File: src/rtl/puf_challenge_driver.sv
`default_nettype none
// ============================================================================
//  Module   : puf_challenge_driver
//  Purpose  : Drives a delay-based PUF unit. Each accepted start runs a batch
//             of RESP_W excitations. Every bit has three phases:
//               FIRE    (SETTLE cycles)
//               SAMPLE  (1 cycle)
//               RELEASE (SETTLE cycles)
//             The challenge comes from a 64-bit Fibonacci LFSR that advances
//             once per bit. The synchronized response bits are collected
//             MSB-first and returned through a valid/ready handshake.
//  Ports    : clk, rst_n        - clock, async active-low reset
//             i_start           - batch request (IDLE only)
//             i_seed            - LFSR seed (zero is replaced by all-ones)
//             i_tune_init       - initial tune value
//             o_puf_in          - excitation edge to PUF unit
//             o_challenge       - challenge vector (LFSR state)
//             o_tune            - tune vector
//             i_puf_out         - PUF response (asynchronous to clk)
//             o_busy            - batch in progress
//             o_resp_word       - collected response bits, first bit in MSB
//             o_resp_ones       - count of ones in o_resp_word
//             o_resp_valid      - response valid
//             i_resp_ready      - response accepted
//  Config   : `define PUF_TUNE_ADAPT_EN
//             Enables tune adaptation at each response handshake.
//  Revision : 1.0 - initial release
// ============================================================================
module puf_challenge_driver #(
    parameter int N_CB   = 64,
    parameter int N      = 16,
    parameter int RESP_W = 32,
    parameter int SETTLE = 8
) (
    input  logic                         clk,
    input  logic                         rst_n,
    input  logic                         i_start,
    input  logic [N_CB-1:0]              i_seed,
    input  logic [N-1:0]                 i_tune_init,
    output logic                         o_puf_in,
    output logic [N_CB-1:0]              o_challenge,
    output logic [N-1:0]                 o_tune,
    input  logic                         i_puf_out,
    output logic                         o_busy,
    output logic [RESP_W-1:0]            o_resp_word,
    output logic [$clog2(RESP_W+1)-1:0]  o_resp_ones,
    output logic                         o_resp_valid,
    input  logic                         i_resp_ready
);

    localparam int            c_OW        = $clog2(RESP_W + 1);
    localparam logic [7:0]    c_SETTLE_M1 = 8'(SETTLE - 1);
    localparam logic [c_OW-1:0] c_RESP_W  = c_OW'(RESP_W);

    typedef enum logic [2:0] {
        IDLE    = 3'd0,
        FIRE    = 3'd1,
        SAMPLE  = 3'd2,
        RELEASE = 3'd3,
        VALID   = 3'd4
    } state_t;

    state_t            r_state;
    state_t            w_state_next;
    logic [7:0]        r_cnt;
    logic [c_OW-1:0]   r_bits;
    logic [N_CB-1:0]   r_lfsr;
    logic [RESP_W-1:0] r_word;
    logic [c_OW-1:0]   r_ones;
    logic              r_valid;
    logic [N-1:0]      r_tune;
    logic              r_sync1;
    logic              r_sync2;

    logic              w_accept;
    logic              w_hs;
    logic              w_phase_done;
    logic              w_fb;

    assign w_accept     = (r_state == IDLE) && i_start;
    assign w_hs         = (r_state == VALID) && r_valid && i_resp_ready;
    assign w_phase_done = (r_cnt == c_SETTLE_M1);
    // Taps 64,63,61,60 (1-based) feeding bit 0; the register shifts toward the MSB.
    assign w_fb         = r_lfsr[63] ^ r_lfsr[62] ^ r_lfsr[60] ^ r_lfsr[59];

    // Two-flop synchronizer for the asynchronous PUF response.
    always_ff @(posedge clk or negedge rst_n) begin
        if (!rst_n) begin
            r_sync1 <= 1'b0;
            r_sync2 <= 1'b0;
        end else begin
            r_sync1 <= i_puf_out;
            r_sync2 <= r_sync1;
        end
    end

    always_ff @(posedge clk or negedge rst_n) begin
        if (!rst_n) r_state <= IDLE;
        else        r_state <= w_state_next;
    end

    always_comb begin
        w_state_next = r_state;
        case (r_state)
            IDLE:    if (i_start)      w_state_next = FIRE;
            FIRE:    if (w_phase_done) w_state_next = SAMPLE;
            SAMPLE:                    w_state_next = RELEASE;
            RELEASE: if (w_phase_done) w_state_next = (r_bits == c_RESP_W) ? VALID : FIRE;
            VALID:   if (w_hs)         w_state_next = IDLE;
            default:                   w_state_next = IDLE;
        endcase
    end

    // Phase counter: runs only inside FIRE/RELEASE and restarts on every phase change.
    always_ff @(posedge clk or negedge rst_n) begin
        if (!rst_n) begin
            r_cnt <= 8'd0;
        end else if (((r_state == FIRE) || (r_state == RELEASE)) && !w_phase_done) begin
            r_cnt <= r_cnt + 8'd1;
        end else begin
            r_cnt <= 8'd0;
        end
    end

    always_ff @(posedge clk or negedge rst_n) begin
        if (!rst_n) begin
            r_lfsr  <= '0;
            r_word  <= '0;
            r_ones  <= '0;
            r_bits  <= '0;
            r_valid <= 1'b0;
        end else begin
            if (w_accept) begin
                r_lfsr <= (i_seed == '0) ? '1 : i_seed;
                r_word <= '0;
                r_ones <= '0;
                r_bits <= '0;
            end else if (r_state == SAMPLE) begin
                r_word <= {r_word[RESP_W-2:0], r_sync2};
                r_ones <= r_ones + {{(c_OW-1){1'b0}}, r_sync2};
                r_bits <= r_bits + {{(c_OW-1){1'b0}}, 1'b1};
                // Advancing here makes the new challenge visible on the first RELEASE cycle.
                r_lfsr <= {r_lfsr[N_CB-2:0], w_fb};
            end
            // Valid is asserted one cycle after VALID is entered. This extra cycle
            // sets the start-to-valid latency to 1 + RESP_W*(2*SETTLE+1).
            r_valid <= (r_state == VALID) && !w_hs;
        end
    end

`ifdef PUF_TUNE_ADAPT_EN
    localparam logic [c_OW-1:0] c_HALF = c_OW'(RESP_W / 2);
    logic r_tune_loaded;

    always_ff @(posedge clk or negedge rst_n) begin
        if (!rst_n) begin
            r_tune        <= '0;
            r_tune_loaded <= 1'b0;
        end else if (w_accept && !r_tune_loaded) begin
            r_tune        <= i_tune_init;
            r_tune_loaded <= 1'b1;
        end else if (w_hs) begin
            if ((r_ones > c_HALF) && (r_tune != '0)) begin
                r_tune <= r_tune - {{(N-1){1'b0}}, 1'b1};
            end else if ((r_ones < c_HALF) && (r_tune != '1)) begin
                r_tune <= r_tune + {{(N-1){1'b0}}, 1'b1};
            end
        end
    end
`else
    always_ff @(posedge clk or negedge rst_n) begin
        if (!rst_n)        r_tune <= '0;
        else if (w_accept) r_tune <= i_tune_init;
    end
`endif

    assign o_puf_in     = (r_state == FIRE) || (r_state == SAMPLE);
    assign o_busy       = (r_state != IDLE);
    assign o_challenge  = r_lfsr;
    assign o_tune       = r_tune;
    assign o_resp_word  = r_word;
    assign o_resp_ones  = r_ones;
    assign o_resp_valid = r_valid;

endmodule
`default_nettype wire

File: config.mk
export PLATFORM = sky130hd
export DESIGN_NAME = puf_challenge_driver
export DESIGN_NICKNAME = d
export VERILOG_FILES = /design/src/rtl/puf_challenge_driver.sv
export SDC_FILE = /design/constraint.sdc
export NUM_CORES = 1
export LEC_CHECK = 0
export CAP_MARGIN = 25
export CORE_ASPECT_RATIO = 1.5
export CORE_MARGIN = 2
export CORE_UTILIZATION = 47
export CTS_CLUSTER_SIZE = 28
export DETAILED_ROUTE_END_ITERATION = 8
export PLACE_DENSITY_LB_ADDON = 0.1
export SETUP_SLACK_MARGIN = 0.15
export SYNTH_ARGS = -nofsm -noshare
export SYNTH_HDL_FRONTEND = slang
export SYNTH_SLANG_ARGS = --single-unit
File: constraint.sdc
create_clock -name clk -period 2.4 [get_ports clk]
set_input_delay 0.24 -clock clk [delete_from_list [all_inputs] [get_ports clk]]
set_output_delay 0.24 -clock clk [all_outputs]
set_load 0.005 [all_outputs]
# == Word level (Yosys, flattened, before mapping) ==
# Index checks and enable logic that the tools add are counted.
# op_classes
addsub,3
n_mul,0
div_mod_pow,0
n_lt_le_gt_ge,0
eq_ne,10
shift,0
muxes,16
bitwise,3
reduce_logical,14
# ops
operator,n
$mux W64,3
$logic_not A64 Y1,1
$mux W32,2
$mux W6,4
$mux W3,5
$pmux W3 S5,1
$add A8 B1 Y8 const B,1
$eq A8 B3 Y1 const B,1
$mux W8,1
$ne A2 B2 Y1 const B,4
$add A6 B1 Y6,1
$add A6 B1 Y6 const B,1
$eq A3 B2 Y1 const B,2
$eq A6 B6 Y1 const B,1
$logic_and A1 B1 Y1,5
$reduce_and A4 Y1,1
$eq A3 B1 Y1 const B,1
$eq A3 B3 Y1 const B,1
$logic_not A3 Y1,1
$reduce_bool A3 Y1,1
$xor A1 B1 Y1,3
$logic_not A1 Y1,2
$logic_or A1 B1 Y1,2
$reduce_bool A2 Y1,1
# word_totals
reg_bits,138
latchBits,0
ram_bits,0
rom_bits,0
inputBits,85
out_inout_bits,121
elab_cells,56
memories,0

# == Depth between registers and ports, before layout ==
# depth
depth_word,5
ltp_mapped,7
depth_no_buf,6

# == Least setup slack after synthesis ==
# OpenSTA, ideal clock, no wires.
# synth_timing
path_kind,register to register
start,register r_cnt[5]
end,register r_state[1]
setup_time_ns,0.121
arrival_ns,1.624
t_required_ns,2.279
setup_slack_ns,0.655
path_stages_with_launch,5
n_path_buf,0
period_less_slack_ns,1.745
cell_sequence,dfrtp_1 -> or4_1 -> o31ai_4 -> o21ai_0 -> a22o_1
# synth_via
elab_chain_len,3
elab_cells_between_ends,4
classes_between,eq/ne (3); reduce/logical (1)
# synth_rtl
item,line_no,rtl
start: declaration,65,logic [7:0] r_cnt;
start signal: assignment,119,r_cnt <= r_cnt + 8'd1;
$eq A8 B3 Y1 *,82,assign w_phase_done = (r_cnt == c_SETTLE_M1);
$ne A2 B2 Y1 (no source line),-,
$reduce_and A4 Y1 (no source line) *,-,
end signal: assignment,99,else r_state <= w_state_next;
end: declaration,63,state_t r_state;
# Mark *: on every way between the ends. The rest lies on a longest branch, timed or not.
# A chain may end at the register's enable or synchronous reset.

# == Worst setup path after layout ==
# layout_timing
start,register r_state[0]
end,output o_busy
# layout_via
elab_chain_len,1
# layout_rtl
item,line_no,rtl
$reduce_bool A3 Y1,178,assign o_busy = (r_state != IDLE);
end: declaration,44,"output logic o_busy,"
# Every way passes these cells.

==> results.sh <==
export IMPL_dp_slack_ns=-0.0410
export IMPL_io_pins=206
export IMPL_grt_pass1_vias=5958
export IMPL_tightest_slew_ns=0.599
export IMPL_clock_path_buffers=2
export IMPL_critical_path_class="flip-flop to primary output"
export IMPL_power_density_nw_per_um2=1220
export IMPL_p_leak_uw=0.00395
export IMPL_crit_required_ns=2.16
export IMPL_via_count=5942
export IMPL_synth_distinct_cells=30
export IMPL_avgSynthCellArea_um2=9.30
export IMPL_drtAntennaViolNets=0
export IMPL_arrival_ns=1.81
export IMPL_gr_usage_all_layers_pct=25.0
export IMPL_hold_viol=0
export IMPL_synth_warning_count=0
export IMPL_dr_first_iter_drc_count=258
export IMPL_wl_per_cell_um=17.2
export IMPL_grt_start_max_net_pins=125
export IMPL_firstDrtPassIters=5
export IMPL_end_kind="primary output"
export IMPL_hold_class="primary input to flip-flop"
export IMPL_synth_edff_count=0
export IMPL_grt_pass1_wl_mm=29.5
export IMPL_die_area_um2=14900
export IMPL_p_total_uw=11500
export IMPL_tns_ns=0
export IMPL_die_x_um=100
export IMPL_cts_sinks=138
export IMPL_slew_headroom_pct=59.0
export IMPL_cts_root_buffer="clkbuf_16"
export IMPL_rsz0062_at_grt="no"
export IMPL_status="finished, final reports clean"
export IMPL_synthArstFlopShare_pct=100
export IMPL_insertion_delay_ns=0.41
export IMPL_num_antenna_cells=0
export IMPL_dpl_hpwl_mm=12.3
export IMPL_wirelength_mm=18.4
export IMPL_die_h_um=149
export IMPL_synth_cells=706
export IMPL_num_nets_final=987
export IMPL_syn_nets=796
export IMPL_post_cts_buffers=0
export IMPL_crit_fanout=11
export IMPL_maxCapViolCount=0
export IMPL_synth_seq_area_share_pct=52.6
export IMPL_initial_utilization_pct=48.3
export IMPL_vias_per_cell=5.55
export IMPL_synth_flop_cell="dfrtp_1"
export IMPL_design_core_area_um2=13600
export IMPL_drc=0
export IMPL_final_setup_viol_count=0
export IMPL_clkTransAtPathRegs_ns=0.06
export IMPL_synth_top_cell_by_area="dfrtp_1"
export IMPL_antenna_found_initial=0
export IMPL_post_route_worst_setup_slack_ns=0.351
export IMPL_gp_congestion=0.808
export IMPL_peakVddDrop_mv=0.618
export IMPL_cp_start_kind="flip-flop"
export IMPL_synth_common_cells="138 x dfrtp_1, 127 x nand2_1, 83 x nor2_1, 66 x o21ai_0, 65 x or3_1"
export IMPL_tritoncts="done"
export IMPL_finClkSkew_ns=0.00849
export IMPL_overflow=0
export IMPL_period_share_pct=85.4
export IMPL_fillCellCount=1062
export IMPL_row_count=52
export IMPL_io_buffer_count=205
export IMPL_synth_most_common_cell="dfrtp_1"
export IMPL_drive_gt1_share_pct=12.7
export IMPL_slew_violations=0
export IMPL_cts_htree_levels=4
export IMPL_ys_seq_elements=138
export IMPL_synth_top_area_share_pct=52.6
export IMPL_synthToLayoutAreaGrowth_pct=43.7
export IMPL_numCtsBuffers=17
export IMPL_fin_crit_ns=2.05
export IMPL_max_freq_mhz=488
export IMPL_netlist_area_um2=6560
export IMPL_netlist_top_cells_area="dfrtp_1 53%, a21oi_2 8.0%, nand2_1 7.3%, or3_1 6.2%, o21ai_0 5.0%"
## area by class of cell
| type | count | area (um2) | share of cell area, % |
|---|---|---|---|
| clock inverters | 12 | 223 | 2.36 |
| inverters | 4 | 15.0 | 0.159 |
| multi-input cells | 511 | 2830 | 30.0 |
| repair buffers | 225 | 2280 | 24.2 |
| well taps | 162 | 203 | 2.15 |
| clock buffers | 19 | 433 | 4.59 |
| flip-flops and latches | 138 | 3450 | 36.6 |
## final timing paths
check | endpoint | cells after the start | slack (ns) | startpoint
max in group asynchronous | r_sync1 | 3 | 1.33 | rst_n
setup reg to reg | o_challenge[16] | 5 | 0.49 | r_state[0]
hold / removal | r_sync1 | 1 | 0.27 | i_puf_out
setup / recovery | o_busy | 2 | 0.35 | r_state[0]
min in group asynchronous | o_resp_valid | 2 | 0.28 | rst_n
hold reg to reg | r_sync2 | 0 | 0.36 | r_sync1
## cell usage in the layout, fill, tap and decap left out, types with 8 or more instances in the layout
master / netlist / routed
dfrtp_1: 138 / 138
buf_4: 0 / 13
nor4_1: 16 / 16
nor2_1: 83 / 83
a21oi_2: 60 / 60
clkbuf_16: 0 / 17
clkdlybuf4s50_1: 0 / 204
or3_1: 65 / 65
xor2_1: 13 / 13
o21ai_0: 66 / 66
nand4_1: 8 / 8
a21oi_1: 41 / 41
nand2_1: 127 / 126
## what timing repair did
| action | 4_1_cts | 5_1_grt |
|---|---|---|
| hold buffers | 1 | 0 |
| gates resized for setup | 0 | 0 |
| hold endpoints to repair | 31 | 0 |
| endpoints found under the setup margin | 0 | 0 |
## sequential cells by signal, summed over array words and instances (netlist names)
| register | count |
|---|---|
| r_state | 3 |
| r_sync2 | 1 |
| o_challenge | 64 |
| r_cnt | 8 |
| o_resp_valid | 1 |
| o_tune | 16 |
| o_resp_word | 32 |
| o_resp_ones | 6 |
| r_bits | 6 |
| r_sync1 | 1 |
## where the power goes
part           leakage, uW  switching, uW  internal [uW]
registers          0.00168            852           3360
logic              0.00195           1690           2680
clock network     0.000313            966           1940
total              0.00395           3500           7980
## per-layer routing
layer / vias up / wire length, um / global-route usage [%]
met3: 34 / 1160 / 6.19
met5: - / 0 / 0
met2: 221 / 9670 / 42.9
li1: 2792 / - / -
met4: 0 / 478 / 8.84
met1: 2895 / 7120 / 30.4
## worst max-delay path, stage by stage (launching register included)
cell and delay (ns):
dfrtp_1 0.54, or3_1 0.41, clkdlybuf4s50_1 0.45
## cells by family after synthesis
kind of cell	Yosys count	synth area share (%)
AOI/OAI and AO/OA	171	16.9
xor gates and xnor gates	18	2.40
adders and majority gates	5	0.953
buffers and inverters	57	4.65
DFF	138	52.6
and+or+nand+nor	317	22.5
## through the flow
| stage | instance area, um2 | utilization, % | hold WS [ns] | cells |
|---|---|---|---|---|
| final | 9430 | 69.4 | 0.275 | 1071 |
| after floorplan | 6560 | - | -0.0556 | 706 |
| after detailed placement | 8770 | 64.5 | 0.152 | 1039 |
| after global placement | 8770 | 64.5 | 0.152 | 1039 |
| after global routing | 9430 | 69.4 | 0.280 | 1071 |
| after CTS | 9430 | 69.4 | 0.266 | 1071 |
(Power assumes the default switching activity.)
